`src/rtl/ms_time_decoder_pkg.sv`:
```
// Shared constants, state encoding and the single restoring-division step
// used by the millisecond-count decoder.
package ms_time_decoder_pkg;

  localparam int DVD_W = 32;
  localparam int DVS_W = 22;

  localparam logic [DVS_W-1:0] MS_PER_HOUR = 22'd3_600_000;
  localparam logic [DVS_W-1:0] MS_PER_MIN  = 22'd60_000;
  localparam logic [DVS_W-1:0] MS_PER_SEC  = 22'd1_000;

  localparam int HOUR_W = 11;
  localparam int MIN_W  = 6;
  localparam int SEC_W  = 6;
  localparam int MSF_W  = 10;

  localparam int HOUR_MAX  = 1193;
  localparam int SIXTY_MAX = 59;
  localparam int MILLI_MAX = 999;

  typedef enum logic [2:0] {
    ST_IDLE,
    ST_DIV_H,
    ST_DIV_M,
    ST_DIV_S,
    ST_DONE
  } state_t;

  typedef struct packed {
    logic [DVS_W-1:0] rem;
    logic [DVD_W-1:0] q;
  } div_step_t;

  // One shift-subtract step. The partial remainder always stays below the
  // divisor, so the 33-bit trial never overflows and 22 stored bits suffice.
  function automatic div_step_t div_step(input logic [DVS_W-1:0] rem,
                                         input logic [DVD_W-1:0] q,
                                         input logic [DVS_W-1:0] d);
    logic [DVD_W:0] trial;
    div_step_t      r;
    trial = {10'd0, rem, q[DVD_W-1]};
    r.q   = {q[DVD_W-2:0], 1'b0};
    r.rem = trial[DVS_W-1:0];
    if (trial >= {11'd0, d}) begin
      r.rem  = trial[DVS_W-1:0] - d;
      r.q[0] = 1'b1;
    end
    return r;
  endfunction

endpackage

```
`src/rtl/ms_time_decoder_seq_divider.sv`:
```
// Restoring sequential divider: the load edge performs the first step, the
// remaining CYCLES-1 edges finish it, then valid holds until the next load.
module seq_divider
  import ms_time_decoder_pkg::*;
#(
  parameter int CYCLES = 32
) (
  input  logic             clk,
  input  logic             rst,
  input  logic             load,
  input  logic [DVD_W-1:0] dividend,
  input  logic [DVS_W-1:0] divisor,
  output logic [DVD_W-1:0] quotient,
  output logic [DVS_W-1:0] remainder,
  output logic             valid
);

  localparam int CNT_W = $clog2(CYCLES + 1);

  logic [DVD_W-1:0] shreg;
  logic [DVS_W-1:0] rem;
  logic [DVS_W-1:0] dvs;
  logic [CNT_W-1:0] count;
  logic             running;
  div_step_t        nxt;

  always_comb begin
    if (load) nxt = div_step('0, dividend, divisor);
    else      nxt = div_step(rem, shreg, dvs);
  end

  always_ff @(posedge clk) begin
    if (rst) begin
      shreg   <= '0;
      rem     <= '0;
      dvs     <= '0;
      count   <= '0;
      running <= 1'b0;
      valid   <= 1'b0;
    end else if (load) begin
      shreg   <= nxt.q;
      rem     <= nxt.rem;
      dvs     <= divisor;
      count   <= CNT_W'(1);
      running <= 1'b1;
      valid   <= 1'b0;
    end else if (running) begin
      shreg <= nxt.q;
      rem   <= nxt.rem;
      count <= count + CNT_W'(1);
      if (count == CNT_W'(CYCLES - 1)) begin
        running <= 1'b0;
        valid   <= 1'b1;
      end
    end
  end

  assign quotient  = shreg;
  assign remainder = rem;

endmodule

```
`src/rtl/ms_time_decoder.sv`:
```
// Decodes a 32-bit millisecond count into h/m/s/ms by running one shared
// sequential divider three times (hour, minute, second divisors).
module ms_time_decoder
  import ms_time_decoder_pkg::*;
#(
  parameter int MS_W       = 32,
  parameter int DIV_CYCLES = 32
) (
  input  logic              clk,
  input  logic              rst,
  input  logic              start,
  input  logic [MS_W-1:0]   nrms,
  output logic              busy,
  output logic              done,
  output logic [HOUR_W-1:0] hours,
  output logic [MIN_W-1:0]  minutes,
  output logic [SEC_W-1:0]  seconds,
  output logic [MSF_W-1:0]  millis
);

  state_t              state;
  logic [MS_W-1:0]     value;
  logic                load_pend;
  logic [HOUR_W-1:0]   hour_q;
  logic [MIN_W-1:0]    min_q;

  logic                div_load;
  logic [DVD_W-1:0]    div_dividend;
  logic [DVS_W-1:0]    div_divisor;
  logic [DVD_W-1:0]    div_quo;
  logic [DVS_W-1:0]    div_rem;
  logic                div_valid;
  logic                stage_done;

  function automatic logic [HOUR_W-1:0] sat_hour(input logic [DVD_W-1:0] q);
    return (q > DVD_W'(HOUR_MAX)) ? HOUR_W'(HOUR_MAX) : q[HOUR_W-1:0];
  endfunction

  function automatic logic [MIN_W-1:0] sat_sixty(input logic [DVD_W-1:0] q);
    return (q > DVD_W'(SIXTY_MAX)) ? MIN_W'(SIXTY_MAX) : q[MIN_W-1:0];
  endfunction

  function automatic logic [MSF_W-1:0] sat_milli(input logic [DVS_W-1:0] r);
    return (r > DVS_W'(MILLI_MAX)) ? MSF_W'(MILLI_MAX) : r[MSF_W-1:0];
  endfunction

  // A stale valid from the previous request must not be taken while the
  // first stage is still waiting for its load edge.
  assign stage_done = div_valid && !load_pend;

  // The next stage is loaded on the same edge the current one completes,
  // so each stage costs exactly DIV_CYCLES edges.
  always_comb begin
    div_load     = 1'b0;
    div_dividend = value;
    div_divisor  = MS_PER_HOUR;
    if (load_pend) begin
      div_load = 1'b1;
    end else if (stage_done && state == ST_DIV_H) begin
      div_load     = 1'b1;
      div_dividend = {10'd0, div_rem};
      div_divisor  = MS_PER_MIN;
    end else if (stage_done && state == ST_DIV_M) begin
      div_load     = 1'b1;
      div_dividend = {10'd0, div_rem};
      div_divisor  = MS_PER_SEC;
    end
  end

  seq_divider #(
    .CYCLES(DIV_CYCLES)
  ) u_div (
    .clk      (clk),
    .rst      (rst),
    .load     (div_load),
    .dividend (div_dividend),
    .divisor  (div_divisor),
    .quotient (div_quo),
    .remainder(div_rem),
    .valid    (div_valid)
  );

  always_ff @(posedge clk) begin
    if (rst) begin
      state     <= ST_IDLE;
      busy      <= 1'b0;
      done      <= 1'b0;
      value     <= '0;
      load_pend <= 1'b0;
      hour_q    <= '0;
      min_q     <= '0;
      hours     <= '0;
      minutes   <= '0;
      seconds   <= '0;
      millis    <= '0;
    end else begin
      load_pend <= 1'b0;
      done      <= 1'b0;
      case (state)
        ST_IDLE, ST_DONE: begin
          if (start) begin
            value     <= nrms;
            load_pend <= 1'b1;
            busy      <= 1'b1;
            state     <= ST_DIV_H;
          end else begin
            state <= ST_IDLE;
          end
        end
        ST_DIV_H: begin
          if (stage_done) begin
            hour_q <= sat_hour(div_quo);
            state  <= ST_DIV_M;
          end
        end
        ST_DIV_M: begin
          if (stage_done) begin
            min_q <= sat_sixty(div_quo);
            state <= ST_DIV_S;
          end
        end
        ST_DIV_S: begin
          // All four fields change together on the done edge.
          if (stage_done) begin
            hours   <= hour_q;
            minutes <= min_q;
            seconds <= sat_sixty(div_quo);
            millis  <= sat_milli(div_rem);
            done    <= 1'b1;
            busy    <= 1'b0;
            state   <= ST_DONE;
          end
        end
        default: begin
          state <= ST_IDLE;
          busy  <= 1'b0;
        end
      endcase
    end
  end

endmodule

```
`config.mk`:
```
export PLATFORM = sky130hd
export DESIGN_NAME = ms_time_decoder
export DESIGN_NICKNAME = d
export VERILOG_FILES = /design/src/rtl/ms_time_decoder_pkg.sv /design/src/rtl/ms_time_decoder_seq_divider.sv /design/src/rtl/ms_time_decoder.sv
export SDC_FILE = /design/constraint.sdc
export NUM_CORES = 1
export LEC_CHECK = 0
export CORE_UTILIZATION = 45
export CTS_CLUSTER_DIAMETER = 120
export DETAILED_ROUTE_END_ITERATION = 12
export PLACE_DENSITY = 0.67
export RECOVER_POWER = 100
export SLEW_MARGIN = 20
export SYNTH_ARGS = -nofsm -noshare
export SYNTH_HDL_FRONTEND = slang
export SYNTH_HIERARCHICAL = 1
export SYNTH_SLANG_ARGS = --single-unit
```
`constraint.sdc`:
```
create_clock -name clk -period 2.3 [get_ports clk]
set_input_delay 0.345 -clock clk [delete_from_list [all_inputs] [get_ports clk]]
set_output_delay 0.345 -clock clk [all_outputs]
set_load 0.1 [all_outputs]
```
======== After elaboration in Yosys (flattened, before gate mapping) ========
Cells that the tools add are included.
W data, S select, Z words.
operators by class
  bitwise operators ....................... 3
  reductions and logical operators ........ 18
  equal/unequal tests ..................... 9
  magnitude comparators ................... 5
  add/subtract/negate cells ............... 3
  multiplexer cells ....................... 36
operators by type and width
  operator                count
  $mux W32                5
  $mux W22                7
  $mux W54                1
  $gt A32 B11 Y1 const B  1
  $gt A32 B6 Y1 const B   1
  $ge A23 B22 Y1          1
  $ge A1 B22 Y1           1
  $gt A22 B10 Y1 const B  1
  $sub A1 B22 Y22         1
  $sub A22 B22 Y22        1
  $mux W1                 15
  $pmux W3 S4             1
  $mux W11                1
  $mux W10                1
  $reduce_and A2 Y1       5
  $reduce_or A2 Y1        5
  $mux W3                 3
  $ne A2 B2 Y1 const B    4
  $add A6 B1 Y6 const B   1
  $eq A3 B2 Y1 const B    2
  $eq A6 B5 Y1 const B    1
  $mux W6                 1
  $reduce_and A3 Y1       2
  $eq A3 B1 Y1 const B    1
  7 further kinds         11
storage, ports and cells
  logic and storage cells ................. 92
  bits in registers ....................... 172

======== Depth between registers and ports, before layout ========
  word-level depth ........................ 11
  depth in mapped cells ................... 17

======== Cells and area by module ========
Netlist, hierarchy kept.
modules (own cells, without submodules)
  module           sequential area each (µm²)  instances  area each (µm²)  cells an instance
  seq_divider      1681.6                      1          4838.4           600
  ms_time_decoder  1761.7                      1          3712.3           438

======== Worst setup path after synthesis ========
No wires, ideal clock.
  path kind ............................... reg-to-reg
  start ................................... register load_pend
  end ..................................... register u_div.rem[12], in the netlist u_div/remainder[12]
  arrival time ............................ 2402 ps
  path buffers ............................ 3
  slack ................................... -181 ps
  period minus slack after synthesis ...... 2481 ps
  cell stages (with the launch flop) ...... 12
  path through ............................ dfxtp_1 nand3b_1 or3_1 clkbuf_1 clkinv_1 or3_1 or2_2 clkbuf_1 o21a_1 clkbuf_1 o21a_1 nor3_1
between the ends
  word-level cells in the longest chain between the ends .. 11
  elaborated cells between the ends (all ways) .. 20
  those cells by class .................... add/sub (1); order compare (1); mux (13); reduce/logical (5)
ends and longest elaborated chain
  element                                                  line                                                  RTL
  start: declaration                                       ms_time_decoder.sv:23                                 logic load_pend;
  start signal: assignment                                 ms_time_decoder.sv:89                                 load_pend <= 1'b0;
  start signal: assignment                                 ms_time_decoder.sv:97                                 load_pend <= 1'b0;
  start signal: assignment                                 ms_time_decoder.sv:103                                load_pend <= 1'b1;
  $logic_not A1 Y1                                         ms_time_decoder.sv:49                                 assign stage_done = div_valid && !load_pend;
  $logic_and A1 B1 Y1                                      ms_time_decoder.sv:49
  $logic_and A1 B1 Y1                                      ms_time_decoder.sv:63                                 end else if (stage_done && state == ST_DIV_M) begin
  $mux W22                                                 ms_time_decoder.sv:63
  $mux W22                                                 ms_time_decoder.sv:59                                 end else if (stage_done && state == ST_DIV_H) begin
  $mux W22 (*)                                             ms_time_decoder.sv:57                                 if (load_pend) begin
  via div_divisor[3]                                       ms_time_decoder.sv:29                                 logic [DVS_W-1:0] div_divisor;
  $sub A1 B22 Y22 / $ge A1 B22 Y1 (equally long branches)  ms_time_decoder_pkg.sv:45, ms_time_decoder_pkg.sv:44
  $mux W22 (*)                                             ms_time_decoder_pkg.sv:44                             if (trial >= {11'd0, d}) begin
  $mux W54 (*)                                             ms_time_decoder_seq_divider.sv:28                     if (load) nxt = div_step('0, dividend, divisor);
  $mux W22                                                 ms_time_decoder_seq_divider.sv:47                     end else if (running) begin
  $mux W22 (*)                                             ms_time_decoder_seq_divider.sv:40                     end else if (load) begin
  end signal: assignment                                   ms_time_decoder_seq_divider.sv:42                     rem <= nxt.rem;
  end signal: assignment                                   ms_time_decoder_seq_divider.sv:49                     rem <= nxt.rem;
  end: declaration                                         ms_time_decoder_seq_divider.sv:21                     logic [DVS_W-1:0] rem;
Mark *: on every way through the listed nets, which the timed path passes. The rest lies on a longest branch. The select of a mux whose other input is x is not followed.
A chain may end at the register's enable or synchronous reset.

======== Worst setup path in the final report ========
  start ................................... register u_div.dvs[6]
  end ..................................... register u_div.rem[3], in the netlist u_div/remainder[3]
between the ends
  word-level cells in the longest chain between the ends .. 5
ends and longest elaborated chain
  element                   line                               RTL
  start: declaration        ms_time_decoder_seq_divider.sv:22  logic [DVS_W-1:0] dvs;
  start signal: assignment  ms_time_decoder_seq_divider.sv:43  dvs <= divisor;
  $ge A23 B22 Y1 (*)        ms_time_decoder_pkg.sv:44
  $mux W22 (*)              ms_time_decoder_pkg.sv:44
  $mux W54 (*)              ms_time_decoder_seq_divider.sv:28
  $mux W22                  ms_time_decoder_seq_divider.sv:47
  $mux W22 (*)              ms_time_decoder_seq_divider.sv:40
Every way passes the cells marked *; elsewhere a longest branch is shown, timed or not. The select of a mux whose other input is x is not followed.

==> results.ini <==
[global_route]
antenna_found_initial = 0
grt_max_degree = 57
grtUsageTotal_pct = 23.8
grt_pass1_vias = 7392
grt_pass1_wl_um = 37200
grt_overflow = 0

[timing]
hold_viol_final = 0
min_period_ns = 2.41
worst_slack_ns = -0.110
max_slew.worst_pin.slew_ns = 1.17
max_freq_ghz = 0.415
finClkSkew_ns = 0.0110
final_max_slew_viol_count = 0
slew_headroom_pct = 22.3
rsz0062_at_grt = true
finalCritPeriodShare_pct = 105
finalSetupViolCount = 47

[die]
boundaryPins = 70
dieHeight_um = 140
dieArea_sq_um = 19600
start_util_pct = 45.9
core_area_sq_um = 18600
die_x_um = 140
rows = 50

[final_layout]
area_delta_synth_final_pct = 28.3
drive_gt1_share_pct = 23.4
finish.utilization_pct = 58.8
fin_nets = 1247
diodes = 0

[place]
io_buffers = 69
place.gp.congestion = 0.854
dpl.hpwl_um = 15300

[yosys]
synthArstFlopShare_pct = 0
synthCells = 1038
seq_area_frac_synth_pct = 40.3
synth_ff_type = dfxtp_1
synth-edff-count = 0
synth_warnings = 6
synth-seq-cells = 172
yosysUniqueCellTypes = 72
syn_area_sq_um = 8550
synth.avg_cell_area_sq_um = 8.24

[hold_path]
hold_depth = 2
min_path_type = input pin to flop

[critical_path]
path_cells = inv_2, ha_4, a2111o_1, o21ai_2, o211a_4, a41o_4, buf_12, mux2i_2, o21a_1, nor3_1
cp_num_buf_inv = 2
path_delay_family = compound AO/OA/AOI/OAI gates
endpoint_kind = flop
arrival_ns = 2.72
r2r_cells = 10
crit_required_ns = 2.61
critPathMaxFanout = 11
max_stage_delay_ns = 0.42
crit_slowest_cell = a2111o_1
worstSetupPathType = flop to flop
cp_num_cells = 10
start_kind = flop

[power]
powerDensity_nw_per_um2 = 883
max-vdd-ir-drop_mv = 0.512
p_leak_nw = 4.40
power.total_mw = 9.69

[clocking]
htreeDepth = 4
clkSlewWorstSetupHoldPaths_ns = 0.08
clkSinkCount = 172
cts_buffers = 17
clockBufferDepth = 2
tritoncts = yes
insertion_delay_ns = 0.44
cts_hold_buf = 0
root_buffer = clkbuf_16

[routing]
routed-via-count = 7797
route.final.wire_length_um = 22800
drcViolationCount = 0
firstDrtPassIters = 5
drt_iter0_markers = 501
post_drt_via_cell_ratio = 5.44
antenna_left = 0
avgRoutedWirePerCell_um = 15.9

[outcome]
violations = negative setup slack
status = complete, but fails checks

[run]
drv_cap = 0

final cells by class:
cell class	count	area (sq um)
Clock inverter	14	171
Inverter	42	161
Tap cell	234	293
Sequential cell	172	3460
Fill cell	1709	7670
Multi-Input combinational cell	773	5060
Timing Repair Buffer	180	1390
Clock buffer	18	439
layout by cell type (no fill, tap or decap), types with 8 or more instances in the layout:
cell type and count:
conb_1 17, nor2_1 138, mux2i_1 61, nor4_1 11, o221a_2 8, buf_4 94, inv_1 32, dfxtp_1 160
o21a_1 22, ha_4 12, and3_1 15, nand4_1 10, nor3_1 9, xor2_1 15, inv_2 8, clkdlybuf4s50_1 33
a21oi_1 121, mux2_2 23, dfxtp_2 12, clkbuf_1 18, clkbuf_2 25, ha_1 11, o21ai_0 26, clkbuf_16 17
nand2_1 130, nor3_2 10
sequential cells by signal, indices dropped and copies added, names as in the netlist:
register	count
state	3
minutes	6
min_q	6
u_div/quotient	32
busy	1
u_div/remainder	22
hour_q	11
load_pend	1
hours	11
seconds	6
millis	10
u_div/valid	1
u_div/dvs	22
u_div/count	6
value	32
u_div/running	1
done	1
worst register-to-register path: cells and delay by family, from the launching register on:
family	cells	cell delay, ns
adders and majority gates	1	0.23
muxes	1	0.20
and+or+nand+nor	1	0.05
buffers and inverters	2	0.21
DFF	1	0.33
AOI/OAI and AO/OA	5	1.26
cell usage after synthesis (6+ instances only):
| cell type | instances | area, sq um |
|---|---|---|
| o221a_2 | 8 | 90.1 |
| clkbuf_1 | 48 | 180 |
| xnor2_1 | 6 | 52.6 |
| mux2i_1 | 62 | 621 |
| nor3_1 | 18 | 90.1 |
| o21a_1 | 22 | 165 |
| dfxtp_1 | 172 | 3440 |
| a31oi_1 | 8 | 50.1 |
| nor2_1 | 144 | 541 |
| buf_1 | 10 | 37.5 |
| mux2_2 | 23 | 259 |
| a21o_1 | 6 | 45.0 |
| o21ai_0 | 28 | 140 |
| nand2_1 | 130 | 488 |
| a21oi_1 | 130 | 651 |
| o31a_1 | 6 | 52.6 |
| inv_1 | 39 | 146 |
| xor2_1 | 15 | 131 |
| nand3_1 | 6 | 30.0 |
| and3_1 | 15 | 93.8 |
| nor4_1 | 11 | 68.8 |
| ha_1 | 25 | 313 |
| nand4_1 | 10 | 62.6 |
final timing paths:
kind,from,to,slack [ns]
setup / recovery,u_div/dvs[6]$_SDFFE_PP0P_,u_div/remainder[3]$_SDFFE_PP0P_,-0.11
hold / removal,rst,done$_SDFF_PP0_,0.30
hold reg to reg,hours[6]$_SDFFE_PP0P_,hours[6]$_SDFFE_PP0P_,0.45
setup reg to reg,u_div/dvs[6]$_SDFFE_PP0P_,u_div/remainder[3]$_SDFFE_PP0P_,-0.11
power by group:
part           switching (mW)  leakage [nW]  internal, mW  total (mW)
registers               0.124          1.40          3.13        3.25
clock network            1.33         0.292          1.67        3.00
logic                    1.73          2.70          1.70        3.43
total                    3.18          4.40          6.50        9.69
kinds of logic after synthesis:
group / after synthesis / synth area share, %
AND/OR/NAND/NOR: 375 / 19.6
XOR/XNOR: 21 / 2.15
flip-flops: 172 / 40.3
multiplexers: 85 / 10.3
other: 2 / 0.0878
buffers and inverters: 108 / 5.18
adder cells (fa/ha/maj): 26 / 3.89
AO/OA/AOI/OAI: 249 / 18.6
through the flow:
stage               cell area (sq um)  hold WS, ns  setup TNS (ns)  setup slack (ns)  instances
finish                          11000        0.301           -1.85            -0.110       1433
global route                    11000        0.309           -8.63            -0.214       1433
CTS                             11000        0.297          -0.589           -0.0660       1430
detailed placement              10100        0.446           -1.94            -0.232       1390
global placement                10100        0.439           -1.07            -0.160       1390
floorplan                        8680        0.426         -0.0248           -0.0248       1053
routing by layer:
layer  share of wire [%]  GRT usage, %  vias up  routed length, um
met5                   0             0        -                  0
met4                 1.3          7.00        0                303
met3                 4.1          4.09       27                943
met2                  47          39.4      194              10800
met1                  47          31.7     3685              10700
li1                    -             -     3891                  -
repair_timing:
| item | CTS | global route |
|---|---|---|
| pin swaps | 22 | 16 |
| setup endpoints to repair | 21 | 31 |
| setup buffers | 7 | 3 |
| cloned | 1 | 0 |
| gates resized for setup | 58 | 21 |
Note: power is estimated with default switching activity, not from simulation.
